[config.mk]
export PLATFORM = sky130hd
export DESIGN_NAME = dest_ip_tbl_ctrl_flat
export DESIGN_NICKNAME = d
export VERILOG_FILES = /design/src/rtl/dest_ip_tbl_ctrl_pkg.sv /design/src/rtl/dest_ip_tbl_ctrl_if.sv /design/src/rtl/dest_ip_tbl_ctrl_rr_arbiter_2.sv /design/src/rtl/dest_ip_tbl_ctrl.sv /design/src/flat_wrapper.sv
export SDC_FILE = /design/constraint.sdc
export NUM_CORES = 1
export LEC_CHECK = 0
export CORE_ASPECT_RATIO = 1.75
export CORE_MARGIN = 1
export CORE_UTILIZATION = 45
export DETAILED_ROUTE_END_ITERATION = 7
export PLACE_DENSITY = 0.86
export SYNTH_ARGS = -nofsm -noshare
export SYNTH_HDL_FRONTEND = slang
export SYNTH_HIERARCHICAL = 1
export SYNTH_SLANG_ARGS = --single-unit
[constraint.sdc]
create_clock -name AXI_ACLK -period 3.7 [get_ports AXI_ACLK]
set_input_delay 0.74 -clock AXI_ACLK [delete_from_list [all_inputs] [get_ports AXI_ACLK]]
set_output_delay 0.74 -clock AXI_ACLK [all_outputs]
set_load 0.01 [all_outputs]
[src/rtl/dest_ip_tbl_ctrl_pkg.sv]
`default_nettype none
// +--------------------------------------------------------------------------+
// | dest_ip_tbl_ctrl_pkg : shared types and constants for the table ctrl     |
// | Rev 1.0                                                                  |
// +--------------------------------------------------------------------------+
package dest_ip_tbl_ctrl_pkg;

    localparam int DEF_DATA_WIDTH     = 32;
    localparam int DEF_ADDR_WIDTH     = 5;
    localparam int DEF_NUM_ENTRIES    = 32;
    localparam int DEF_TIMEOUT_CYCLES = 16;

    localparam logic REQ_REG = 1'b0;
    localparam logic REQ_CPU = 1'b1;

    typedef enum logic [1:0] {
        ST_IDLE     = 2'd0,
        ST_WAIT     = 2'd1,
        ST_CLR_WAIT = 2'd2
    } state_e;

    function automatic logic [1:0] req_onehot(input logic idx);
        return (idx == REQ_CPU) ? 2'b10 : 2'b01;
    endfunction

endpackage
`default_nettype wire

[src/rtl/dest_ip_tbl_ctrl_if.sv]
`default_nettype none
// +--------------------------------------------------------------------------+
// | dest_ip_tbl_ctrl_if : requester, clear and table-port signal bundle      |
// | Rev 1.0                                                                  |
// +--------------------------------------------------------------------------+
interface dest_ip_tbl_ctrl_if #(
    parameter int C_S_AXI_DATA_WIDTH = 32,
    parameter int TBL_ADDR_WIDTH     = 5
) ();
    logic [1:0]                      rq_valid;
    logic [1:0]                      rq_wr;
    logic [2*TBL_ADDR_WIDTH-1:0]     rq_addr;
    logic [2*C_S_AXI_DATA_WIDTH-1:0] rq_wdata;
    logic [1:0]                      rq_accept;
    logic [1:0]                      rsp_valid;
    logic [C_S_AXI_DATA_WIDTH-1:0]   rsp_rdata;
    logic                            rsp_timeout;
    logic                            clr_start;
    logic                            clr_busy;
    logic                            clr_done;
    logic                            tbl_rd_req;
    logic                            tbl_wr_req;
    logic [TBL_ADDR_WIDTH-1:0]       tbl_rd_addr;
    logic [TBL_ADDR_WIDTH-1:0]       tbl_wr_addr;
    logic [C_S_AXI_DATA_WIDTH-1:0]   tbl_wr_data;
    logic [C_S_AXI_DATA_WIDTH-1:0]   tbl_rd_data;
    logic                            tbl_rd_ack;
    logic                            tbl_wr_ack;

    modport master (
        input  rq_valid, rq_wr, rq_addr, rq_wdata, clr_start,
        input  tbl_rd_data, tbl_rd_ack, tbl_wr_ack,
        output rq_accept, rsp_valid, rsp_rdata, rsp_timeout, clr_busy, clr_done,
        output tbl_rd_req, tbl_wr_req, tbl_rd_addr, tbl_wr_addr, tbl_wr_data
    );

    modport slave (
        output rq_valid, rq_wr, rq_addr, rq_wdata, clr_start,
        output tbl_rd_data, tbl_rd_ack, tbl_wr_ack,
        input  rq_accept, rsp_valid, rsp_rdata, rsp_timeout, clr_busy, clr_done,
        input  tbl_rd_req, tbl_wr_req, tbl_rd_addr, tbl_wr_addr, tbl_wr_data
    );
endinterface
`default_nettype wire

[src/rtl/dest_ip_tbl_ctrl_rr_arbiter_2.sv]
`default_nettype none
// +--------------------------------------------------------------------------+
// | rr_arbiter_2 : two-input round-robin grant, pointer holds priority       |
// | Rev 1.0                                                                  |
// +--------------------------------------------------------------------------+
module rr_arbiter_2 (
    input  wire logic [1:0] req_i,
    input  wire logic       ptr_i,
    output logic            gnt_valid_o,
    output logic            gnt_idx_o
);
    always_comb begin
        gnt_valid_o = |req_i;
        gnt_idx_o   = req_i[ptr_i] ? ptr_i : ~ptr_i;
    end
endmodule
`default_nettype wire

[src/rtl/dest_ip_tbl_ctrl.sv]
`default_nettype none
// +--------------------------------------------------------------------------+
// | dest_ip_tbl_ctrl : arbitrated single-port access to the dest-IP table,   |
// | with ack timeout and a zeroing clear sequencer.  Rev 1.0                 |
// +--------------------------------------------------------------------------+
module dest_ip_tbl_ctrl
    import dest_ip_tbl_ctrl_pkg::*;
#(
    parameter int C_S_AXI_DATA_WIDTH = DEF_DATA_WIDTH,
    parameter int TBL_ADDR_WIDTH     = DEF_ADDR_WIDTH,
    parameter int NUM_ENTRIES        = DEF_NUM_ENTRIES,
    parameter int TIMEOUT_CYCLES     = DEF_TIMEOUT_CYCLES
) (
    input  wire logic        AXI_ACLK,
    input  wire logic        AXI_RESET,
    dest_ip_tbl_ctrl_if.master bus
);
    localparam int DW = C_S_AXI_DATA_WIDTH;
    localparam int AW = TBL_ADDR_WIDTH;
    localparam int TW = (TIMEOUT_CYCLES > 2) ? $clog2(TIMEOUT_CYCLES) : 1;

    state_e          state_q, state_d;
    logic            rr_ptr_q, rr_ptr_d;
    logic            clr_pend_q, clr_pend_d;
    logic [AW-1:0]   clr_idx_q, clr_idx_d;
    logic [TW-1:0]   timer_q, timer_d;
    logic            gnt_q, gnt_d;
    logic            wr_q, wr_d;
    logic [1:0]      rq_accept_q, rq_accept_d;
    logic [1:0]      rsp_valid_q, rsp_valid_d;
    logic [DW-1:0]   rsp_rdata_q, rsp_rdata_d;
    logic            rsp_timeout_q, rsp_timeout_d;
    logic            clr_busy_q, clr_busy_d;
    logic            clr_done_q, clr_done_d;
    logic            rd_req_q, rd_req_d;
    logic            wr_req_q, wr_req_d;
    logic [AW-1:0]   rd_addr_q, rd_addr_d;
    logic [AW-1:0]   wr_addr_q, wr_addr_d;
    logic [DW-1:0]   wr_data_q, wr_data_d;

    logic            w_gnt_valid;
    logic            w_gnt_idx;
    logic [AW-1:0]   w_req_addr;
    logic [DW-1:0]   w_req_wdata;
    logic            w_req_wr;
    logic            w_ack_match;
    logic            w_timer_exp;

    rr_arbiter_2 u_arb (
        .req_i       (bus.rq_valid),
        .ptr_i       (rr_ptr_q),
        .gnt_valid_o (w_gnt_valid),
        .gnt_idx_o   (w_gnt_idx)
    );

    assign w_req_addr  = w_gnt_idx ? bus.rq_addr[2*AW-1:AW]  : bus.rq_addr[AW-1:0];
    assign w_req_wdata = w_gnt_idx ? bus.rq_wdata[2*DW-1:DW] : bus.rq_wdata[DW-1:0];
    assign w_req_wr    = bus.rq_wr[w_gnt_idx];
    // Only the ack matching the issued direction completes a transaction.
    assign w_ack_match = wr_q ? bus.tbl_wr_ack : bus.tbl_rd_ack;
    assign w_timer_exp = (timer_q == TW'(TIMEOUT_CYCLES - 1));

    always_comb begin
        state_d       = state_q;
        rr_ptr_d      = rr_ptr_q;
        clr_pend_d    = clr_pend_q;
        clr_idx_d     = clr_idx_q;
        timer_d       = (timer_q == {TW{1'b1}}) ? timer_q : timer_q + 1'b1;
        gnt_d         = gnt_q;
        wr_d          = wr_q;
        rq_accept_d   = 2'b00;
        rsp_valid_d   = 2'b00;
        rsp_rdata_d   = rsp_rdata_q;
        rsp_timeout_d = 1'b0;
        clr_done_d    = 1'b0;
        rd_req_d      = 1'b0;
        wr_req_d      = 1'b0;
        rd_addr_d     = rd_addr_q;
        wr_addr_d     = wr_addr_q;
        wr_data_d     = wr_data_q;

        if (bus.clr_start && !clr_busy_q) begin
            clr_pend_d = 1'b1;
        end

        case (state_q)
            ST_IDLE: begin
                if (clr_pend_q) begin
                    wr_req_d  = 1'b1;
                    wr_addr_d = clr_idx_q;
                    wr_data_d = '0;
                    timer_d   = '0;
                    state_d   = ST_CLR_WAIT;
                end else if (w_gnt_valid) begin
                    gnt_d       = w_gnt_idx;
                    wr_d        = w_req_wr;
                    rq_accept_d = req_onehot(w_gnt_idx);
                    if (w_req_wr) begin
                        wr_req_d  = 1'b1;
                        wr_addr_d = w_req_addr;
                        wr_data_d = w_req_wdata;
                    end else begin
                        rd_req_d  = 1'b1;
                        rd_addr_d = w_req_addr;
                    end
                    timer_d = '0;
                    state_d = ST_WAIT;
                end
            end
            ST_WAIT: begin
                if (w_ack_match || w_timer_exp) begin
                    rsp_valid_d   = req_onehot(gnt_q);
                    rsp_timeout_d = !w_ack_match;
                    rsp_rdata_d   = (w_ack_match && !wr_q) ? bus.tbl_rd_data : '0;
                    rr_ptr_d      = ~gnt_q;
                    state_d       = ST_IDLE;
                end
            end
            ST_CLR_WAIT: begin
                if (bus.tbl_wr_ack) begin
                    if (clr_idx_q == AW'(NUM_ENTRIES - 1)) begin
                        clr_done_d = 1'b1;
                        clr_pend_d = 1'b0;
                        clr_idx_d  = '0;
                        state_d    = ST_IDLE;
                    end else begin
                        clr_idx_d = clr_idx_q + 1'b1;
                        wr_req_d  = 1'b1;
                        wr_addr_d = clr_idx_q + 1'b1;
                        wr_data_d = '0;
                        timer_d   = '0;
                    end
                end else if (w_timer_exp) begin
                    clr_done_d    = 1'b1;
                    rsp_timeout_d = 1'b1;
                    clr_pend_d    = 1'b0;
                    clr_idx_d     = '0;
                    state_d       = ST_IDLE;
                end
            end
            default: state_d = ST_IDLE;
        endcase

        clr_busy_d = clr_pend_d || (state_d == ST_CLR_WAIT);
    end

    always_ff @(posedge AXI_ACLK) begin
        if (AXI_RESET) begin
            state_q       <= ST_IDLE;
            rr_ptr_q      <= 1'b0;
            clr_pend_q    <= 1'b0;
            clr_idx_q     <= '0;
            timer_q       <= '0;
            gnt_q         <= 1'b0;
            wr_q          <= 1'b0;
            rq_accept_q   <= 2'b00;
            rsp_valid_q   <= 2'b00;
            rsp_rdata_q   <= '0;
            rsp_timeout_q <= 1'b0;
            clr_busy_q    <= 1'b0;
            clr_done_q    <= 1'b0;
            rd_req_q      <= 1'b0;
            wr_req_q      <= 1'b0;
            rd_addr_q     <= '0;
            wr_addr_q     <= '0;
            wr_data_q     <= '0;
        end else begin
            state_q       <= state_d;
            rr_ptr_q      <= rr_ptr_d;
            clr_pend_q    <= clr_pend_d;
            clr_idx_q     <= clr_idx_d;
            timer_q       <= timer_d;
            gnt_q         <= gnt_d;
            wr_q          <= wr_d;
            rq_accept_q   <= rq_accept_d;
            rsp_valid_q   <= rsp_valid_d;
            rsp_rdata_q   <= rsp_rdata_d;
            rsp_timeout_q <= rsp_timeout_d;
            clr_busy_q    <= clr_busy_d;
            clr_done_q    <= clr_done_d;
            rd_req_q      <= rd_req_d;
            wr_req_q      <= wr_req_d;
            rd_addr_q     <= rd_addr_d;
            wr_addr_q     <= wr_addr_d;
            wr_data_q     <= wr_data_d;
        end
    end

    assign bus.rq_accept   = rq_accept_q;
    assign bus.rsp_valid   = rsp_valid_q;
    assign bus.rsp_rdata   = rsp_rdata_q;
    assign bus.rsp_timeout = rsp_timeout_q;
    assign bus.clr_busy    = clr_busy_q;
    assign bus.clr_done    = clr_done_q;
    assign bus.tbl_rd_req  = rd_req_q;
    assign bus.tbl_wr_req  = wr_req_q;
    assign bus.tbl_rd_addr = rd_addr_q;
    assign bus.tbl_wr_addr = wr_addr_q;
    assign bus.tbl_wr_data = wr_data_q;

endmodule
`default_nettype wire

[src/flat_wrapper.sv]
// flat-port wrapper written by rule: the top's interface ports become plain ports
module dest_ip_tbl_ctrl_flat import dest_ip_tbl_ctrl_pkg::*;
#(
    parameter int C_S_AXI_DATA_WIDTH = DEF_DATA_WIDTH,
    parameter int TBL_ADDR_WIDTH     = DEF_ADDR_WIDTH,
    parameter int NUM_ENTRIES        = DEF_NUM_ENTRIES,
    parameter int TIMEOUT_CYCLES     = DEF_TIMEOUT_CYCLES
)
  (AXI_ACLK, AXI_RESET, bus_rq_valid, bus_rq_wr, bus_rq_addr, bus_rq_wdata, bus_clr_start, bus_tbl_rd_data, bus_tbl_rd_ack, bus_tbl_wr_ack, bus_rq_accept, bus_rsp_valid, bus_rsp_rdata, bus_rsp_timeout, bus_clr_busy, bus_clr_done, bus_tbl_rd_req, bus_tbl_wr_req, bus_tbl_rd_addr, bus_tbl_wr_addr, bus_tbl_wr_data);
  dest_ip_tbl_ctrl_if #(.C_S_AXI_DATA_WIDTH(C_S_AXI_DATA_WIDTH), .TBL_ADDR_WIDTH(TBL_ADDR_WIDTH)) bus_i ();
  input  wire logic AXI_ACLK;
  input  wire logic AXI_RESET;
  input wire logic [$bits(bus_i.rq_valid)-1:0] bus_rq_valid;
  input wire logic [$bits(bus_i.rq_wr)-1:0] bus_rq_wr;
  input wire logic [$bits(bus_i.rq_addr)-1:0] bus_rq_addr;
  input wire logic [$bits(bus_i.rq_wdata)-1:0] bus_rq_wdata;
  input wire logic [$bits(bus_i.clr_start)-1:0] bus_clr_start;
  input wire logic [$bits(bus_i.tbl_rd_data)-1:0] bus_tbl_rd_data;
  input wire logic [$bits(bus_i.tbl_rd_ack)-1:0] bus_tbl_rd_ack;
  input wire logic [$bits(bus_i.tbl_wr_ack)-1:0] bus_tbl_wr_ack;
  output wire logic [$bits(bus_i.rq_accept)-1:0] bus_rq_accept;
  output wire logic [$bits(bus_i.rsp_valid)-1:0] bus_rsp_valid;
  output wire logic [$bits(bus_i.rsp_rdata)-1:0] bus_rsp_rdata;
  output wire logic [$bits(bus_i.rsp_timeout)-1:0] bus_rsp_timeout;
  output wire logic [$bits(bus_i.clr_busy)-1:0] bus_clr_busy;
  output wire logic [$bits(bus_i.clr_done)-1:0] bus_clr_done;
  output wire logic [$bits(bus_i.tbl_rd_req)-1:0] bus_tbl_rd_req;
  output wire logic [$bits(bus_i.tbl_wr_req)-1:0] bus_tbl_wr_req;
  output wire logic [$bits(bus_i.tbl_rd_addr)-1:0] bus_tbl_rd_addr;
  output wire logic [$bits(bus_i.tbl_wr_addr)-1:0] bus_tbl_wr_addr;
  output wire logic [$bits(bus_i.tbl_wr_data)-1:0] bus_tbl_wr_data;
  assign bus_i.rq_valid = bus_rq_valid;
  assign bus_i.rq_wr = bus_rq_wr;
  assign bus_i.rq_addr = bus_rq_addr;
  assign bus_i.rq_wdata = bus_rq_wdata;
  assign bus_i.clr_start = bus_clr_start;
  assign bus_i.tbl_rd_data = bus_tbl_rd_data;
  assign bus_i.tbl_rd_ack = bus_tbl_rd_ack;
  assign bus_i.tbl_wr_ack = bus_tbl_wr_ack;
  assign bus_rq_accept = bus_i.rq_accept;
  assign bus_rsp_valid = bus_i.rsp_valid;
  assign bus_rsp_rdata = bus_i.rsp_rdata;
  assign bus_rsp_timeout = bus_i.rsp_timeout;
  assign bus_clr_busy = bus_i.clr_busy;
  assign bus_clr_done = bus_i.clr_done;
  assign bus_tbl_rd_req = bus_i.tbl_rd_req;
  assign bus_tbl_wr_req = bus_i.tbl_wr_req;
  assign bus_tbl_rd_addr = bus_i.tbl_rd_addr;
  assign bus_tbl_wr_addr = bus_i.tbl_wr_addr;
  assign bus_tbl_wr_data = bus_i.tbl_wr_data;
  dest_ip_tbl_ctrl #(.C_S_AXI_DATA_WIDTH(C_S_AXI_DATA_WIDTH), .TBL_ADDR_WIDTH(TBL_ADDR_WIDTH), .NUM_ENTRIES(NUM_ENTRIES), .TIMEOUT_CYCLES(TIMEOUT_CYCLES)) u_core (.AXI_ACLK(AXI_ACLK), .AXI_RESET(AXI_RESET), .bus(bus_i));
endmodule
# After elaboration in Yosys (flattened, before gate mapping)
# Index checks and enable logic that the tools add are counted.
[word_totals]
out_inout_bits = 83
input_bits = 115
regBits = 98
elab_cells = 116
[op_classes]
add_sub_neg = 2
n_bitwise = 9
n_eq_ne = 9
n_reduce_logical = 19
magnitude_cmp = 2
n_mux = 57
[op_table]
columns = ["op", "n"]
rows = [
  ["two-way mux 32 bit", 7],
  ["one-hot mux 32 bit (2 select lines)", 1],
  ["two-way mux 5 bit", 9],
  ["two-way mux 1 bit", 22],
  ["two-way mux 4 bit", 5],
  ["two-way mux 2 bit", 8],
  ["one-hot mux 5 bit (2 select lines)", 1],
  ["NOT 1 bit", 9],
  ["one-hot mux 4 bit (2 select lines)", 1],
  ["one-hot mux 2 bit (3 select lines)", 1],
  ["adder 5 x 1 -> 5 bit, second input constant", 1],
  ["equality test 5 bit, second input constant", 1],
  ["AND reduction 5 bit", 1],
  ["adder 4 x 1 -> 4 bit, second input constant", 1],
  ["equality test 2 bit, second input constant", 2],
  ["equality test 4 bit, second input constant", 1],
  ["< comparator 1 x 2 -> 1 bit, second input constant", 2],
  ["inequality test 2 bit, second input constant", 2],
  ["one-hot mux 1 bit (2 select lines)", 2],
  ["AND reduction 2 bit", 2],
  ["AND reduction 4 bit", 1],
  ["nonzero test 2 bit", 2],
  ["OR reduction 2 bit", 2],
  ["OR reduction 4 bit", 1],
  ["other kinds (9)", 13],
]

# Logic depth before layout (Yosys ltp)
# Gate-level depths: netlist (run 1).
[logic_depth]
ltp_word = 9
depth_mapped = 9
ltp_nobuf = 7

# By module
# Netlist (run 1), hierarchy kept.
[modules_own_cells]
columns = ["mod", "cells_each", "seq_area_each_um2", "area_each_um2", "instances"]
rows = [
  ["dest_ip_tbl_ctrl", 399, 1961.9, 4295.4, 1],
  ["rr_arbiter_2", 3, 0.0, 20.0, 1],
]

# Worst setup path after synthesis (run 1)
# OpenSTA, ideal clock, no wires.
[synth_path]
path_kind = "in2reg"
start = "input port bus_rq_valid[1]"
end = "register u_core.wr_data_q[10] (netlist: u_core/bus.tbl_wr_data[10])"
path_buffers = 2
setup_time_ps = 116
t_arrival_ps = 1967
stages = 8
required_time_ps = 3584
path_slack_ps = 1617
path_cell_list = "inv_1 mux2i_1 buf_2 mux2_4 a21oi_4 buf_6 nor4b_1 a31o_1"
[synth_between]
elab_chain_cells = 8
elab_cells_between_ends = 14
classes_between = "eq/ne (2); mux (10); reduce/logical (2)"
[synth_lines]
columns = ["element", "line_no", "rtl"]
rows = [
  ["from (decl)", "flat_wrapper.sv:13", "input wire logic [$bits(bus_i.rq_valid)-1:0] bus_rq_valid;"],
  ["two-way mux 1 bit (not written as such) (*) (2 in series)", "dest_ip_tbl_ctrl_rr_arbiter_2.sv:14", "gnt_idx_o = req_i[ptr_i] ? ptr_i : ~ptr_i;"],
  ["two-way mux 1 bit (*)", "dest_ip_tbl_ctrl_rr_arbiter_2.sv:14", ""],
  ["named net u_core.w_gnt_idx", "dest_ip_tbl_ctrl.sv:42", "logic w_gnt_idx;"],
  ["two-way mux 32 bit", "dest_ip_tbl_ctrl.sv:57", "assign w_req_wdata = w_gnt_idx ? bus.rq_wdata[2*DW-1:DW] : bus.rq_wdata[DW-1:0];"],
  ["two-way mux 32 bit", "dest_ip_tbl_ctrl.sv:98", "if (w_req_wr) begin"],
  ["two-way mux 32 bit", "dest_ip_tbl_ctrl.sv:94", "end else if (w_gnt_valid) begin"],
  ["two-way mux 32 bit", "dest_ip_tbl_ctrl.sv:88", "if (clr_pend_q) begin"],
  ["one-hot mux 32 bit (2 select lines)", "dest_ip_tbl_ctrl.sv:86", "case (state_q)"],
  ["to (signal assigned)", "dest_ip_tbl_ctrl.sv:185", "wr_data_q <= wr_data_d;"],
  ["to (decl)", "dest_ip_tbl_ctrl.sv:39", "logic [DW-1:0] wr_data_q, wr_data_d;"],
]
# Mark *: on every way through the listed nets, which the timed path passes. The rest lies on a longest branch. The select of a mux whose other input is x is not followed.
# A chain may end at the register's enable or synchronous reset.

# Final worst setup path (run 1)
[layout_path]
start = "input port bus_rq_valid[1]"
end = "register u_core.wr_addr_q[4] (netlist: u_core/bus.tbl_wr_addr[4])"
[layout_between]
elab_chain_cells = 8
elab_cells_between_ends = 14
classes_between = "eq/ne (2); mux (10); reduce/logical (2)"
[layout_lines]
columns = ["element", "line_no", "rtl"]
rows = [
  ["two-way mux 1 bit (not written as such) (*) (2 in series)", "dest_ip_tbl_ctrl_rr_arbiter_2.sv:14", ""],
  ["two-way mux 1 bit (*)", "dest_ip_tbl_ctrl_rr_arbiter_2.sv:14", ""],
  ["named net u_core.w_gnt_idx", "dest_ip_tbl_ctrl.sv:42", ""],
  ["two-way mux 5 bit", "dest_ip_tbl_ctrl.sv:56", "assign w_req_addr = w_gnt_idx ? bus.rq_addr[2*AW-1:AW] : bus.rq_addr[AW-1:0];"],
  ["two-way mux 5 bit", "dest_ip_tbl_ctrl.sv:98", ""],
  ["two-way mux 5 bit", "dest_ip_tbl_ctrl.sv:94", ""],
  ["two-way mux 5 bit", "dest_ip_tbl_ctrl.sv:88", ""],
  ["one-hot mux 5 bit (2 select lines)", "dest_ip_tbl_ctrl.sv:86", ""],
  ["to (signal assigned)", "dest_ip_tbl_ctrl.sv:184", "wr_addr_q <= wr_addr_d;"],
  ["to (decl)", "dest_ip_tbl_ctrl.sv:38", "logic [AW-1:0] wr_addr_q, wr_addr_d;"],
]
# Marked as above.

==> flow_summary.html, run 1 <==
<table>
<tr><th>Metric</th><th>Value</th></tr>
<tr><th colspan="2">Status</th></tr>
<tr><td>Status</td><td>complete, no violations</td></tr>
<tr><th colspan="2">Power and ir drop</th></tr>
<tr><td>Switching part of the total</td><td>0.311</td></tr>
<tr><td>Worst-case vdd ir drop</td><td>337 uV</td></tr>
<tr><td>Internal power</td><td>2280 uW</td></tr>
<tr><td>Part of the power in the clock network</td><td>0.291</td></tr>
<tr><td>Power density of the placed cells</td><td>502 mW/mm^2</td></tr>
<tr><td>Comb pwr share</td><td>0.320</td></tr>
<tr><td>Proportion of power drawn by flip-flops and latches</td><td>0.390</td></tr>
<tr><td>Leak</td><td>0.00255 uW</td></tr>
<tr><td>Switching power</td><td>1030 uW</td></tr>
<tr><th colspan="2">CTS</th></tr>
<tr><td>Post-CTS Setup Repair Bufs</td><td>0</td></tr>
<tr><td>Hold buffer count at cts</td><td>0</td></tr>
<tr><td>Clock latency on the worst-skew pair</td><td>0.35 ns</td></tr>
<tr><td>Maximum level of the CTS H-tree</td><td>3</td></tr>
<tr><td>CTS Buf Count</td><td>9</td></tr>
<tr><td>Master cell of the clock root buffer</td><td>sky130_fd_sc_hd__clkbuf_16</td></tr>
<tr><td>CTS tree</td><td>yes</td></tr>
<tr><td>Post-CTS sizing</td><td>0</td></tr>
<tr><td>Number of clock sinks</td><td>98</td></tr>
<tr><td>Number of buffers on the longest clock path</td><td>2</td></tr>
<tr><td>CTS clk-pin slew, worst paths</td><td>0.07 ns</td></tr>
<tr><th colspan="2">Global routing</th></tr>
<tr><td>Global-route usage over all layers</td><td>0.249</td></tr>
<tr><td>GR met3 Demand/Resource</td><td>0.0500</td></tr>
<tr><td>Number of global-route vias before repair</td><td>4068</td></tr>
<tr><td>Busiest layer in global routing</td><td>met2</td></tr>
<tr><td>First-pass GRT wire length</td><td>19.9 mm</td></tr>
<tr><td>GRT met1 Usage</td><td>0.246</td></tr>
<tr><td>Global-route track usage on met2</td><td>0.485</td></tr>
<tr><td>Initial antenna violation count</td><td>0</td></tr>
<tr><td>Gr ovfl total</td><td>0</td></tr>
<tr><td>Largest net degree at the start of global routing</td><td>41</td></tr>
<tr><th colspan="2">Timing</th></tr>
<tr><td>Post-layout minimum cycle time</td><td>2.57 ns</td></tr>
<tr><td>Fin worst setup slack</td><td>1.13 ns</td></tr>
<tr><td>Transition time of the tightest slew-check pin</td><td>0.816 ns</td></tr>
<tr><td>Largest clock skew in the final design</td><td>0.0124 ns</td></tr>
<tr><td>Hold Violations, Final</td><td>0</td></tr>
<tr><td>Final count of pins violating max slew</td><td>0</td></tr>
<tr><td>Part of the cycle the worst path needs</td><td>0.694</td></tr>
<tr><td>Summed negative setup slack over all endpoints</td><td>0 ns</td></tr>
<tr><td>RSZ-0062 raised after global routing</td><td>no</td></tr>
<tr><td>Relative max-transition margin</td><td>0.456</td></tr>
<tr><td>Setup violators final</td><td>0</td></tr>
<tr><td>Max Freq</td><td>390 MHz</td></tr>
<tr><th colspan="2">Yosys</th></tr>
<tr><td>Unique cell type count in the Yosys netlist</td><td>54</td></tr>
<tr><td>Number of flops mapped to enable cells by yosys</td><td>0</td></tr>
<tr><td>Register bit count reported by yosys</td><td>98</td></tr>
<tr><td>Post-synthesis cell count</td><td>402</td></tr>
<tr><td>Part of the Yosys area used for sequential elements</td><td>0.455</td></tr>
<tr><td>Mapped Nets</td><td>524</td></tr>
<tr><td>Post-synthesis area per instance</td><td>10.7 um^2</td></tr>
<tr><td>Yosys warnings</td><td>6</td></tr>
<tr><td>Ys flop type</td><td>sky130_fd_sc_hd__dfxtp_1</td></tr>
<tr><td>Share of flip-flops with an asynchronous set or reset</td><td>0</td></tr>
<tr><td>Post-synthesis instance area</td><td>0.00432 mm^2</td></tr>
<tr><th colspan="2">Finish</th></tr>
<tr><td>Diodes inserted</td><td>0</td></tr>
<tr><td>Fraction of layout instances using a drive strength above 1</td><td>0.0631</td></tr>
<tr><td>Area of combinational cells with multiple inputs</td><td>0.00211 mm^2</td></tr>
<tr><td>Area of all sequential standard cells</td><td>0.00196 mm^2</td></tr>
<tr><td>Commonest non-fill, non-tap cell in the layout</td><td>sky130_fd_sc_hd__clkdlybuf4s50_1</td></tr>
<tr><td>Filler instances</td><td>661</td></tr>
<tr><td>Layout overhead on the synthesized area</td><td>52.5%</td></tr>
<tr><td>Commonest non-fill, non-tap cells in the layout</td><td>sky130_fd_sc_hd__clkdlybuf4s50_1 (197), sky130_fd_sc_hd__dfxtp_1 (98), sky130_fd_sc_hd__mux2i_1 (40)</td></tr>
<tr><td>Final layout net count</td><td>703</td></tr>
<tr><th colspan="2">Floorplanning</th></tr>
<tr><td>Overall die area</td><td>0.0100 mm^2</td></tr>
<tr><td>Number of placed I/O pins</td><td>198</td></tr>
<tr><td>Overall die height</td><td>132 um</td></tr>
<tr><td>Initial Util</td><td>0.469</td></tr>
<tr><td>Area of the core</td><td>0.00921 mm^2</td></tr>
<tr><td># rows</td><td>46</td></tr>
<tr><td>Horiz. Die Dim</td><td>76.0 um</td></tr>
<tr><th colspan="2">Worst setup path</th></tr>
<tr><td>Critical R2R Launch</td><td>u_core/state_q[0]</td></tr>
<tr><td>Crit. Startpoint</td><td>bus_rq_valid[1]</td></tr>
<tr><td>Slowest stage delay, CP</td><td>0.58 ns</td></tr>
<tr><td>Startpoint Class</td><td>input port</td></tr>
<tr><td>Crit path max-delay family</td><td>buffers and inverters</td></tr>
<tr><td>Endpoint of the most critical setup path</td><td>u_core/bus.tbl_wr_addr[4]</td></tr>
<tr><td>Critical register-to-register path endpoint</td><td>u_core/timer_q[2]</td></tr>
<tr><td>Slack of the worst reg-to-reg path</td><td>1.19 ns</td></tr>
<tr><td>Peak fanout along the critical path</td><td>40</td></tr>
<tr><td>Total buffers and inverters traversed by the critical path</td><td>3</td></tr>
<tr><td>Arrival time reported for the critical path endpoint</td><td>2.82 ns</td></tr>
<tr><td>Worst setup path class</td><td>in -&gt; reg</td></tr>
<tr><td>Cell breakdown of the critical path</td><td>clkdlybuf4s50_1 &gt; inv_1 &gt; mux2i_4 &gt; buf_4 &gt; mux2i_1 &gt; o21ai_0 &gt; mux2i_1 &gt; a311oi_1</td></tr>
<tr><td>Worst-path cell with the longest stage delay</td><td>sky130_fd_sc_hd__buf_4</td></tr>
<tr><td>Kind of end point of the critical path</td><td>register</td></tr>
<tr><td>Worst Reg-to-Reg Cells</td><td>7</td></tr>
<tr><td>Cell repeated most along the worst path</td><td>sky130_fd_sc_hd__mux2i_1</td></tr>
<tr><td>CP Data Required Time</td><td>3.95 ns</td></tr>
<tr><td>Worst path depth</td><td>8</td></tr>
<tr><th colspan="2">Placement</th></tr>
<tr><td>DP HPWL</td><td>9.38 mm</td></tr>
<tr><td>Routability-driven placement congestion ratio</td><td>0.855</td></tr>
<tr><td>Worst setup slack before clock tree synthesis</td><td>0.804 ns</td></tr>
<tr><td>Count of buffers inserted at the top-level ports</td><td>197</td></tr>
<tr><th colspan="2">Drt</th></tr>
<tr><td>Residual antenna-violating net count after detailed routing</td><td>0</td></tr>
<tr><td>Vias</td><td>3968</td></tr>
<tr><td>Count of routing violations after the opening detailed-route iteration</td><td>183</td></tr>
<tr><td>Average detailed-routed wire length per instance</td><td>17.9 um</td></tr>
<tr><td>Routed wire length</td><td>12.7 mm</td></tr>
<tr><td>DRC violations left</td><td>0</td></tr>
<tr><td>First-pass DRT Iterations</td><td>4</td></tr>
<tr><td>Number of vias per cell after detailed routing</td><td>5.62</td></tr>
<tr><th colspan="2">Worst hold path</th></tr>
<tr><td>Class of the tightest hold or removal check</td><td>reg -&gt; reg</td></tr>
<tr><th colspan="2">Run</th></tr>
<tr><td>Maxcap violations</td><td>0</td></tr>
</table>
==> cell type report <==
| class | count | area share |
|---|---|---|
| Multi-Input combinational cell | 260 | 0.320 |
| Timing Repair Buffer | 204 | 0.308 |
| Tap cell | 120 | 0.0228 |
| Sequential cell | 98 | 0.298 |
| Clock buffer | 9 | 0.0342 |
| Inverter | 8 | 0.00456 |
| Clock inverter | 7 | 0.0127 |
==> stage by stage <==
stage	instance area [um^2]	power, uW	instances	utilization	hold slack, ns
floorplan	4320	1920	402	-	0.441
global placement	6270	2330	690	0.681	0.452
detailed placement	6270	2370	690	0.681	0.453
CTS	6580	3320	706	0.715	0.472
global route	6580	3440	706	0.715	0.483
finish	6580	3300	706	0.715	0.473
==> sequential cells by signal (all words and copies together) (netlist names), 2 cells and up <==
signal,flops
u_core/bus.tbl_wr_addr,5
u_core/bus.rsp_rdata,32
u_core/bus.rsp_valid,2
u_core/state_q,2
u_core/bus.rq_accept,2
u_core/bus.tbl_rd_addr,5
u_core/timer_q,4
u_core/bus.tbl_wr_data,32
u_core/clr_idx_q,5
==> Yosys cell counts, drive strengths merged, types with 2 or more instances <==
library cell,count,area (um^2)
and3,5,31.3
a32oi,4,35.0
clkbuf,11,41.3
nand3b,2,27.5
and2,2,12.5
nand2,7,33.8
nand2b,2,12.5
mux2,2,26.3
a22o,32,280
inv,8,30.0
a21o,3,22.5
mux2i,41,410
nor4b,33,289
or3,3,18.8
a31o,33,289
a211oi,2,15.0
nor3,6,35.0
o211ai,3,22.5
a21oi,14,85.1
nor2b,4,25.0
o21a,2,15.0
nor2,19,71.3
o21ai,10,53.8
ha,7,87.6
a31oi,2,12.5
dfxtp,98,1960
o2bb2ai,6,52.6
buf,25,188
nand3,3,15.0
==> worst register-to-register path, delay by kind of cell (launching register included) <==
family / cells / cell delay (ns)
DFF: 1 / 0.33
AOI/OAI and AO/OA: 2 / 0.64
adders and majority gates: 1 / 0.70
buffers and inverters: 2 / 0.35
and+or+nand+nor: 2 / 0.35
==> worst min path at each step <==
stage | start | to | slack, ns | cells past startpoint
2_1_floorplan | u_core/gnt_q | u_core/gnt_q | 0.44 | 2
3_3_place_gp | u_core/bus.tbl_rd_addr[0] | u_core/bus.tbl_rd_addr[0] | 0.45 | 1
3_5_place_dp | u_core/bus.tbl_rd_addr[0] | u_core/bus.tbl_rd_addr[0] | 0.45 | 1
4_1_cts | u_core/bus.tbl_rd_addr[0] | u_core/bus.tbl_rd_addr[0] | 0.47 | 1
5_1_grt | u_core/bus.tbl_rd_addr[0] | u_core/bus.tbl_rd_addr[0] | 0.48 | 1
6_report | u_core/bus.tbl_rd_addr[0] | u_core/bus.tbl_rd_addr[0] | 0.47 | 1
==> power groups by stage <==
stage	Clock, uW	Combinational (uW)	Sequential [uW]
5_1_grt	1010	1130	1300
3_3_place_gp	0	1030	1300
4_1_cts	971	1060	1290
2_1_floorplan	0	571	1350
3_5_place_dp	0	1060	1310
6_report	959	1060	1290
==> per-layer routing <==
layer | up-vias | share of wire | wire length, um
met3 | 23 | 0.055 | 700
met5 | - | 0 | 0
met4 | 0 | 0.028 | 351
li1 | 1896 | - | -
met2 | 155 | 0.55 | 6950
met1 | 1894 | 0.37 | 4650
==> kinds of logic after synthesis <==
family / after synthesis / synth area share
AOI/OAI and AO/OA: 117 / 0.217
adders and majority gates: 7 / 0.0203
xor gates and xnor gates: 1 / 0.00203
buffers and inverters: 44 / 0.0600
DFF: 98 / 0.455
muxes: 43 / 0.101
and+or+nand+nor: 92 / 0.145
(Power assumes the default switching activity.)
==> inputs of run 2 (changes only) <==
--- a/config.mk
+++ b/config.mk
@@ -7,9 +7,9 @@
 export LEC_CHECK = 0
 export CORE_ASPECT_RATIO = 1.75
 export CORE_MARGIN = 1
-export CORE_UTILIZATION = 45
+export CORE_UTILIZATION = 38
 export DETAILED_ROUTE_END_ITERATION = 7
-export PLACE_DENSITY = 0.86
+export PLACE_DENSITY = 0.77
 export SYNTH_ARGS = -nofsm -noshare
 export SYNTH_HDL_FRONTEND = slang
 export SYNTH_HIERARCHICAL = 1
==> constraint.sdc (replaced) <==
create_clock -name AXI_ACLK -period 2.29 [get_ports AXI_ACLK]
set_input_delay 0.458 -clock AXI_ACLK [delete_from_list [all_inputs] [get_ports AXI_ACLK]]
set_output_delay 0.458 -clock AXI_ACLK [all_outputs]
set_load 0.01 [all_outputs]
==> run 2 against run 1 <==
Net effect: register-to-register slack worse by 1.1 ns; sequential power is 61% higher; first-iteration DRC count decreased by 22%; die area increased by 18%; hold slack worse by 0.0032 ns; largest cell class is now buffers; critical endpoint is now u_core/bus.tbl_wr_data[30]; highest routed layer unchanged; final cell count increased by 4.5%; via count increased by 0.93%; core utilization decreased by 10 points; combinational power up 80%.
==> flow_summary.html, run 2 (synthesis results as in run 1) <==
<table>
<tr><th>Metric</th><th>Value</th></tr>
<tr><th colspan="2">Placement</th></tr>
<tr><td>Worst setup slack before clock tree synthesis</td><td>-0.0689 ns (was 0.804 ns)</td></tr>
<tr><td>Routability-driven placement congestion ratio</td><td>0.861 (was 0.855)</td></tr>
<tr><td>DP HPWL</td><td>9.83 mm (was 9.38 mm)</td></tr>
<tr><td>Count of buffers inserted at the top-level ports</td><td>197 (unchanged)</td></tr>
<tr><td>DP Cell Count</td><td>722 (was 690)</td></tr>
<tr><th colspan="2">Power and ir drop</th></tr>
<tr><td>Internal power</td><td>3710 uW (was 2280 uW)</td></tr>
<tr><td>Part of the power in the clock network</td><td>0.261 (was 0.291)</td></tr>
<tr><td>Comb pwr share</td><td>0.354 (was 0.320)</td></tr>
<tr><td>Switching power</td><td>1690 uW (was 1030 uW)</td></tr>
<tr><td>Power density of the placed cells</td><td>791 mW/mm^2 (was 502 mW/mm^2)</td></tr>
<tr><td>Leak</td><td>0.00266 uW (was 0.00255 uW)</td></tr>
<tr><td>Proportion of power drawn by flip-flops and latches</td><td>0.386 (was 0.390)</td></tr>
<tr><td>Switching part of the total</td><td>0.314 (was 0.311)</td></tr>
<tr><td>Worst-case vdd ir drop</td><td>510 uV (was 337 uV)</td></tr>
<tr><th colspan="2">Timing</th></tr>
<tr><td>Final count of pins violating max slew</td><td>0 (unchanged)</td></tr>
<tr><td>RSZ-0062 raised after global routing</td><td>yes (was no)</td></tr>
<tr><td>Final worst hold slack</td><td>0.470 ns (was 0.473 ns)</td></tr>
<tr><td>Relative max-transition margin</td><td>0.576 (was 0.456)</td></tr>
<tr><td>Part of the cycle the worst path needs</td><td>0.949</td></tr>
<tr><td>Hold Violations, Final</td><td>0 (unchanged)</td></tr>
<tr><td>Largest clock skew in the final design</td><td>0.00947 ns (was 0.0124 ns)</td></tr>
<tr><td>Setup violators final</td><td>0 (unchanged)</td></tr>
<tr><td>Fin worst setup slack</td><td>0.117 ns (was 1.13 ns)</td></tr>
<tr><td>Post-layout minimum cycle time</td><td>2.17 ns</td></tr>
<tr><td>Transition time of the tightest slew-check pin</td><td>0.636 ns (was 0.816 ns)</td></tr>
<tr><td>Summed negative setup slack over all endpoints</td><td>0 ns (unchanged)</td></tr>
<tr><td>Max Freq</td><td>460 MHz</td></tr>
<tr><th colspan="2">Worst setup path</th></tr>
<tr><td>Startpoint Class</td><td>register (was input port)</td></tr>
<tr><td>Peak fanout along the critical path</td><td>35 (was 40)</td></tr>
<tr><td>Arrival time reported for the critical path endpoint</td><td>2.46 ns (was 2.82 ns)</td></tr>
<tr><td>Worst setup path class</td><td>reg -&gt; reg (was in -&gt; reg)</td></tr>
<tr><td>Slack of the worst reg-to-reg path</td><td>0.12 ns (was 1.19 ns)</td></tr>
<tr><td>Kind of end point of the critical path</td><td>register (unchanged)</td></tr>
<tr><td>CP Data Required Time</td><td>2.58 ns (was 3.95 ns)</td></tr>
<tr><th colspan="2">Drt</th></tr>
<tr><td>First-pass DRT Iterations</td><td>4 (unchanged)</td></tr>
<tr><td>Residual antenna-violating net count after detailed routing</td><td>0 (unchanged)</td></tr>
<tr><td>Routed wire length</td><td>12.9 mm (was 12.7 mm)</td></tr>
<tr><td>Average detailed-routed wire length per instance</td><td>17.5 um (was 17.9 um)</td></tr>
<tr><td>Number of vias per cell after detailed routing</td><td>5.43 (was 5.62)</td></tr>
<tr><td>Vias</td><td>4005 (was 3968)</td></tr>
<tr><td>Count of routing violations after the opening detailed-route iteration</td><td>143 (was 183)</td></tr>
<tr><td>DRC violations left</td><td>0 (unchanged)</td></tr>
<tr><th colspan="2">Finish</th></tr>
<tr><td>Layout overhead on the synthesized area</td><td>58.1% (was 52.5%)</td></tr>
<tr><td>Fraction of layout instances using a drive strength above 1</td><td>0.102 (was 0.0631)</td></tr>
<tr><td>Fraction of the core area covered by cells at the end of the flow</td><td>0.615 (was 0.715)</td></tr>
<tr><td>Non-filler cells in the finished layout</td><td>738 (was 706)</td></tr>
<tr><td>Final layout net count</td><td>723 (was 703)</td></tr>
<tr><td>Commonest non-fill, non-tap cells in the layout</td><td>sky130_fd_sc_hd__clkdlybuf4s50_1 (197), sky130_fd_sc_hd__dfxtp_1 (98), sky130_fd_sc_hd__mux2i_1 (40) (unchanged)</td></tr>
<tr><td>Commonest non-fill, non-tap cell in the layout</td><td>sky130_fd_sc_hd__clkdlybuf4s50_1 (unchanged)</td></tr>
<tr><td>Diodes inserted</td><td>0 (unchanged)</td></tr>
<tr><th colspan="2">CTS</th></tr>
<tr><td>Clock latency on the worst-skew pair</td><td>0.35 ns (about the same)</td></tr>
<tr><td>Master cell of the clock root buffer</td><td>sky130_fd_sc_hd__clkbuf_16 (unchanged)</td></tr>
<tr><td>Number of buffers on the longest clock path</td><td>2 (unchanged)</td></tr>
<tr><td>CTS clk-pin slew, worst paths</td><td>0.06 ns (was 0.07 ns)</td></tr>
<tr><td>Maximum level of the CTS H-tree</td><td>3 (unchanged)</td></tr>
<tr><td>Hold buffer count at cts</td><td>0 (unchanged)</td></tr>
<tr><td>Number of clock sinks</td><td>98 (unchanged)</td></tr>
<tr><td>CTS tree</td><td>yes (unchanged)</td></tr>
<tr><td>CTS Buf Count</td><td>9 (unchanged)</td></tr>
<tr><th colspan="2">Global routing</th></tr>
<tr><td>First-pass GRT wire length</td><td>19.4 mm (was 19.9 mm)</td></tr>
<tr><td>Number of global-route vias before repair</td><td>3948 (was 4068)</td></tr>
<tr><td>Initial antenna violation count</td><td>0 (unchanged)</td></tr>
<tr><td>Global-route usage over all layers</td><td>0.217 (was 0.249)</td></tr>
<tr><td>Gr ovfl total</td><td>0 (unchanged)</td></tr>
<tr><td>Largest net degree at the start of global routing</td><td>36 (was 41)</td></tr>
<tr><th colspan="2">Floorplanning</th></tr>
<tr><td># rows</td><td>51 (was 46)</td></tr>
<tr><td>Overall die area</td><td>0.0118 mm^2 (was 0.0100 mm^2)</td></tr>
<tr><td>Overall die height</td><td>143 um (was 132 um)</td></tr>
<tr><td>Area of the core</td><td>0.0111 mm^2 (was 0.00921 mm^2)</td></tr>
<tr><td>Number of placed I/O pins</td><td>198 (unchanged)</td></tr>
<tr><td>Initial Util</td><td>0.389 (was 0.469)</td></tr>
<tr><td>Horiz. Die Dim</td><td>82.6 um (was 76.0 um)</td></tr>
<tr><th colspan="2">Status</th></tr>
<tr><td>Status</td><td>complete, no violations (unchanged)</td></tr>
<tr><th colspan="2">Run</th></tr>
<tr><td>Maxcap violations</td><td>0 (unchanged)</td></tr>
<tr><th colspan="2">Worst hold path</th></tr>
<tr><td>Class of the tightest hold or removal check</td><td>reg -&gt; reg (unchanged)</td></tr>
</table>
## run 2: cell types whose count changed in the layout (fill, tap and decap cells not counted), moves of 2 or more
cell	delta
sky130_fd_sc_hd__buf_12	+6
sky130_fd_sc_hd__buf_4	+14
sky130_fd_sc_hd__clkinvlp_4	+2
sky130_fd_sc_hd__nor4b_1	-5
sky130_fd_sc_hd__nor4b_2	+5
## run 2: final cells by class
cell class	instances	area, um^2
timing repair buffer	224	2250
sequential	98	1960
multi-input combinational	260	2140
tap	132	165
fill	923	4280
inverter	8	30.0
clock inverter	7	53.8
clock buffer	9	225
## run 2: path summary, 6_finish.rpt
kind	cells past startpoint	endpoint	startpoint
worst max-delay path	8	u_core/bus.tbl_wr_data[30]	u_core/clr_idx_q[0]
worst min-delay path	1	u_core/bus.tbl_rd_addr[0]	u_core/bus.tbl_rd_addr[0]
worst max register to register	8	u_core/bus.tbl_wr_data[30]	u_core/clr_idx_q[0]
worst min register to register	1	u_core/bus.tbl_rd_addr[0]	u_core/bus.tbl_rd_addr[0]
## run 2: critical path, cell delays in order (launching register included)
cell	delay [ns]
sky130_fd_sc_hd__dfxtp_1	0.37
sky130_fd_sc_hd__ha_1	0.26
sky130_fd_sc_hd__and3_1	0.20
sky130_fd_sc_hd__ha_1	0.21
sky130_fd_sc_hd__nand3b_4	0.21
sky130_fd_sc_hd__o21a_1	0.18
sky130_fd_sc_hd__buf_12	0.18
sky130_fd_sc_hd__nor4b_1	0.35
sky130_fd_sc_hd__a31o_1	0.14
## run 2: timing repair
action,CTS,global route
buffers inserted,0,0
gates resized for setup,0,5
setup endpoints to repair,0,11
## run 2: layer usage
layer,vias up,GRT usage,part of all wire
met4,0,0.101,0.024
li1,1929,-,-
met1,1916,0.235,0.37
met3,16,0.0313,0.058
met5,-,0,0
met2,144,0.398,0.55
## run 2: stage by stage
| step | power (uW) | cell area [um^2] |
|---|---|---|
| floorplan | 3110 | 4320 |
| global placement | 3970 | 6510 |
| detailed placement | 4020 | 6510 |
| CTS | 5430 | 6790 |
| global route | 5670 | 6820 |
| finish | 5400 | 6820 |
## run 2: power groups by stage
stage | clock [uW] | combinational, uW | sequential, uW
after global placement | 0 | 1850 | 2110
after global routing | 1520 | 2030 | 2110
after CTS | 1440 | 1910 | 2080
after floorplan | 0 | 922 | 2180
after detailed placement | 0 | 1900 | 2120
final | 1410 | 1910 | 2080
==> inputs of run 3 (changes only) <==
--- a/config.mk
+++ b/config.mk
@@ -5,12 +5,15 @@
 export SDC_FILE = /design/constraint.sdc
 export NUM_CORES = 1
 export LEC_CHECK = 0
+export CELL_PAD_IN_SITES_DETAIL_PLACEMENT = 2
+export CELL_PAD_IN_SITES_GLOBAL_PLACEMENT = 2
 export CORE_ASPECT_RATIO = 1.75
 export CORE_MARGIN = 1
-export CORE_UTILIZATION = 38
+export CORE_UTILIZATION = 22
 export DETAILED_ROUTE_END_ITERATION = 7
-export PLACE_DENSITY = 0.77
+export PLACE_DENSITY = 0.76
 export SYNTH_ARGS = -nofsm -noshare
 export SYNTH_HDL_FRONTEND = slang
 export SYNTH_HIERARCHICAL = 1
 export SYNTH_SLANG_ARGS = --single-unit
+export TNS_END_PERCENT = 100
==> run 3 against run 2 <==
Net effect: critical path type unchanged; core utilization is 25 points lower; hold slack worse by 0.0040 ns; critical path depth stayed put; setup slack worse by 0.11 ns; largest power group unchanged; first-iteration DRC count is 57% lower; routed wire length is 31% higher; combinational power is 8% higher.
==> flow_summary.html, run 3 (synthesis results as in run 1) <==
<table>
<tr><th>Metric</th><th>Value</th></tr>
<tr><th colspan="2">Floorplanning</th></tr>
<tr><td>Horiz. Die Dim</td><td>108 um (was 82.6 um)</td></tr>
<tr><td>Number of placed I/O pins</td><td>198 (unchanged)</td></tr>
<tr><td># rows</td><td>67 (was 51)</td></tr>
<tr><td>Overall die area</td><td>0.0202 mm^2 (was 0.0118 mm^2)</td></tr>
<tr><td>Initial Util</td><td>0.225 (was 0.389)</td></tr>
<tr><td>Overall die height</td><td>187 um (was 143 um)</td></tr>
<tr><td>Area of the core</td><td>0.0192 mm^2 (was 0.0111 mm^2)</td></tr>
<tr><th colspan="2">Worst setup path</th></tr>
<tr><td>Crit path max-delay family</td><td>simple AND/OR/NAND/NOR gates (unchanged)</td></tr>
<tr><td>Worst setup path class</td><td>reg -&gt; reg (unchanged)</td></tr>
<tr><td>Kind of end point of the critical path</td><td>register (unchanged)</td></tr>
<tr><td>Cell breakdown of the critical path</td><td>ha_1 &gt; and3_1 &gt; ha_1 &gt; nand3b_4 &gt; o21a_1 &gt; buf_12 &gt; nor4b_1 &gt; a31o_1 (unchanged)</td></tr>
<tr><td>Slowest stage delay, CP</td><td>0.43 ns (was 0.37 ns)</td></tr>
<tr><td>Arrival time reported for the critical path endpoint</td><td>2.57 ns (was 2.46 ns)</td></tr>
<tr><td>Peak fanout along the critical path</td><td>35 (unchanged)</td></tr>
<tr><td>Slack of the worst reg-to-reg path</td><td>0.009 ns (was 0.12 ns)</td></tr>
<tr><td>Worst-path cell with the longest stage delay</td><td>sky130_fd_sc_hd__nor4b_1 (was sky130_fd_sc_hd__dfxtp_1)</td></tr>
<tr><td>Total buffers and inverters traversed by the critical path</td><td>1 (unchanged)</td></tr>
<tr><td>Startpoint Class</td><td>register (unchanged)</td></tr>
<tr><td>CP Data Required Time</td><td>2.58 ns (about the same)</td></tr>
<tr><td>Cell repeated most along the worst path</td><td>sky130_fd_sc_hd__ha_1 (unchanged)</td></tr>
<tr><th colspan="2">Timing</th></tr>
<tr><td>Part of the cycle the worst path needs</td><td>0.996 (was 0.949)</td></tr>
<tr><td>Relative max-transition margin</td><td>0.555 (was 0.576)</td></tr>
<tr><td>Hold Violations, Final</td><td>0 (unchanged)</td></tr>
<tr><td>Max Freq</td><td>438 MHz (was 460 MHz)</td></tr>
<tr><td>Final count of pins violating max slew</td><td>0 (unchanged)</td></tr>
<tr><td>Setup violators final</td><td>0 (unchanged)</td></tr>
<tr><td>Largest clock skew in the final design</td><td>0.00882 ns (was 0.00947 ns)</td></tr>
<tr><td>Post-layout minimum cycle time</td><td>2.28 ns (was 2.17 ns)</td></tr>
<tr><td>Transition time of the tightest slew-check pin</td><td>0.668 ns (was 0.636 ns)</td></tr>
<tr><td>RSZ-0062 raised after global routing</td><td>yes (unchanged)</td></tr>
<tr><td>Summed negative setup slack over all endpoints</td><td>0 ns (unchanged)</td></tr>
<tr><th colspan="2">Global routing</th></tr>
<tr><td>Global-route usage over all layers</td><td>0.168 (was 0.217)</td></tr>
<tr><td>Gr ovfl total</td><td>0 (unchanged)</td></tr>
<tr><td>First-pass GRT wire length</td><td>25.6 mm (was 19.4 mm)</td></tr>
<tr><td>Largest net degree at the start of global routing</td><td>36 (unchanged)</td></tr>
<tr><td>Number of global-route vias before repair</td><td>4687 (was 3948)</td></tr>
<tr><td>Initial antenna violation count</td><td>0 (unchanged)</td></tr>
<tr><th colspan="2">Run</th></tr>
<tr><td>Maxcap violations</td><td>0 (unchanged)</td></tr>
<tr><th colspan="2">CTS</th></tr>
<tr><td>CTS tree</td><td>yes (unchanged)</td></tr>
<tr><td>Number of buffers on the longest clock path</td><td>2 (unchanged)</td></tr>
<tr><td>Master cell of the clock root buffer</td><td>sky130_fd_sc_hd__clkbuf_16 (unchanged)</td></tr>
<tr><td>CTS clk-pin slew, worst paths</td><td>0.07 ns (was 0.06 ns)</td></tr>
<tr><td>Maximum level of the CTS H-tree</td><td>3 (unchanged)</td></tr>
<tr><td>CTS Buf Count</td><td>9 (unchanged)</td></tr>
<tr><td>Number of clock sinks</td><td>98 (unchanged)</td></tr>
<tr><td>Hold buffer count at cts</td><td>0 (unchanged)</td></tr>
<tr><td>Clock latency on the worst-skew pair</td><td>0.35 ns (about the same)</td></tr>
<tr><th colspan="2">Drt</th></tr>
<tr><td>Residual antenna-violating net count after detailed routing</td><td>0 (unchanged)</td></tr>
<tr><td>Average detailed-routed wire length per instance</td><td>19.8 um (was 17.5 um)</td></tr>
<tr><td>Number of vias per cell after detailed routing</td><td>4.84 (was 5.43)</td></tr>
<tr><td>First-pass DRT Iterations</td><td>4 (unchanged)</td></tr>
<tr><td>Count of routing violations after the opening detailed-route iteration</td><td>62 (was 143)</td></tr>
<tr><td>Vias</td><td>4123 (was 4005)</td></tr>
<tr><td>Routed wire length</td><td>16.8 mm (was 12.9 mm)</td></tr>
<tr><td>DRC violations left</td><td>0 (unchanged)</td></tr>
<tr><th colspan="2">Finish</th></tr>
<tr><td>Commonest non-fill, non-tap cells in the layout</td><td>sky130_fd_sc_hd__clkdlybuf4s50_1 (197), sky130_fd_sc_hd__dfxtp_1 (98), sky130_fd_sc_hd__mux2i_1 (40) (unchanged)</td></tr>
<tr><td>Fraction of layout instances using a drive strength above 1</td><td>0.103 (was 0.102)</td></tr>
<tr><td>Diodes inserted</td><td>0 (unchanged)</td></tr>
<tr><td>Filler instances</td><td>2038 (was 923)</td></tr>
<tr><td>Area of combinational cells with multiple inputs</td><td>0.00213 mm^2 (was 0.00214 mm^2)</td></tr>
<tr><td>Final layout net count</td><td>728 (was 723)</td></tr>
<tr><td>Commonest non-fill, non-tap cell in the layout</td><td>sky130_fd_sc_hd__clkdlybuf4s50_1 (unchanged)</td></tr>
<tr><td>Layout overhead on the synthesized area</td><td>62.5% (was 58.1%)</td></tr>
<tr><td>Fraction of the core area covered by cells at the end of the flow</td><td>0.365 (was 0.615)</td></tr>
<tr><td>Area of all sequential standard cells</td><td>0.00196 mm^2 (unchanged)</td></tr>
<tr><th colspan="2">Power and ir drop</th></tr>
<tr><td>Worst-case vdd ir drop</td><td>321 uV (was 510 uV)</td></tr>
<tr><td>Overall power after layout</td><td>5600 uW (was 5400 uW)</td></tr>
<tr><td>Leak</td><td>0.00270 uW (was 0.00266 uW)</td></tr>
<tr><td>Power density of the placed cells</td><td>798 mW/mm^2 (was 791 mW/mm^2)</td></tr>
<tr><th colspan="2">Placement</th></tr>
<tr><td>Count of buffers inserted at the top-level ports</td><td>197 (unchanged)</td></tr>
<tr><td>Routability-driven placement congestion ratio</td><td>0.781 (was 0.861)</td></tr>
<tr><td>DP HPWL</td><td>13.2 mm (was 9.83 mm)</td></tr>
<tr><th colspan="2">Status</th></tr>
<tr><td>Status</td><td>complete, no violations (unchanged)</td></tr>
<tr><th colspan="2">Worst hold path</th></tr>
<tr><td>Class of the tightest hold or removal check</td><td>reg -&gt; reg (unchanged)</td></tr>
</table>
[run 3: changes by cell type in the layout (fill, tap and decap cells not counted), sizes merged]
cell,before,now
buf,27,32
clkbuf,9,11
clkinv,3,4
clkinvlp,3,0
inv,9,8
[run 3: stage by stage]
stage / hold WS [ns] / cell area, um^2 / setup slack [ns] / instances
after floorplan: 0.441 / 4320 / 0.326 / 402
after global placement: 0.446 / 6720 / -0.0317 / 836
after detailed placement: 0.457 / 6720 / -0.143 / 836
after CTS: 0.473 / 7000 / 0.0333 / 851
after global routing: 0.480 / 7010 / -0.0842 / 851
final: 0.466 / 7010 / 0.00918 / 851
[run 3: worst reg2reg max path: cells and delay by family, from the launching register on]
kind,cells,cell delay (ns)
AOI/OAI and AO/OA,2,0.34
adders and majority gates,2,0.49
buffers and inverters,1,0.18
DFF,1,0.37
and+or+nand+nor,3,0.84
[run 3: worst paths after layout]
kind / depth (start not counted) / startpoint / end
setup / recovery: 8 / u_core/clr_idx_q[0] / u_core/bus.tbl_wr_data[30]
setup reg to reg: 8 / u_core/clr_idx_q[0] / u_core/bus.tbl_wr_data[30]
hold / removal: 1 / u_core/bus.tbl_rd_addr[0] / u_core/bus.tbl_rd_addr[0]
hold reg to reg: 1 / u_core/bus.tbl_rd_addr[0] / u_core/bus.tbl_rd_addr[0]
[run 3: repair_timing]
item                                    4_1_cts  5_1_grt
endpoints found under the setup margin        0       10
gates resized for setup                       0        2
buffers inserted                              0        0
[run 3: cell type report]
type                       count  area share
clock buffer                  11      0.0360
timing repair buffer         229       0.330
inverter                       8     0.00428
sequential                    98       0.280
tap                          241      0.0430
multi-input combinational    260       0.303
clock inverter                 4     0.00393
[run 3: routing by layer]
layer	GRT usage	part of all wire	vias to the layer above
li1	-	-	1942
met1	0.146	0.32	2041
met2	0.352	0.61	114
met3	0.0310	0.042	26
met4	0.0695	0.029	0
met5	0	0	-
[run 3: report_power, final]
part	internal (uW)	leakage (uW)	total [uW]	switching (uW)
Sequential	1940	0.000799	2080	142
Combinational	1070	0.00176	2060	986
Clock	791	0.000141	1460	670
Total	3800	0.00270	5600	1800
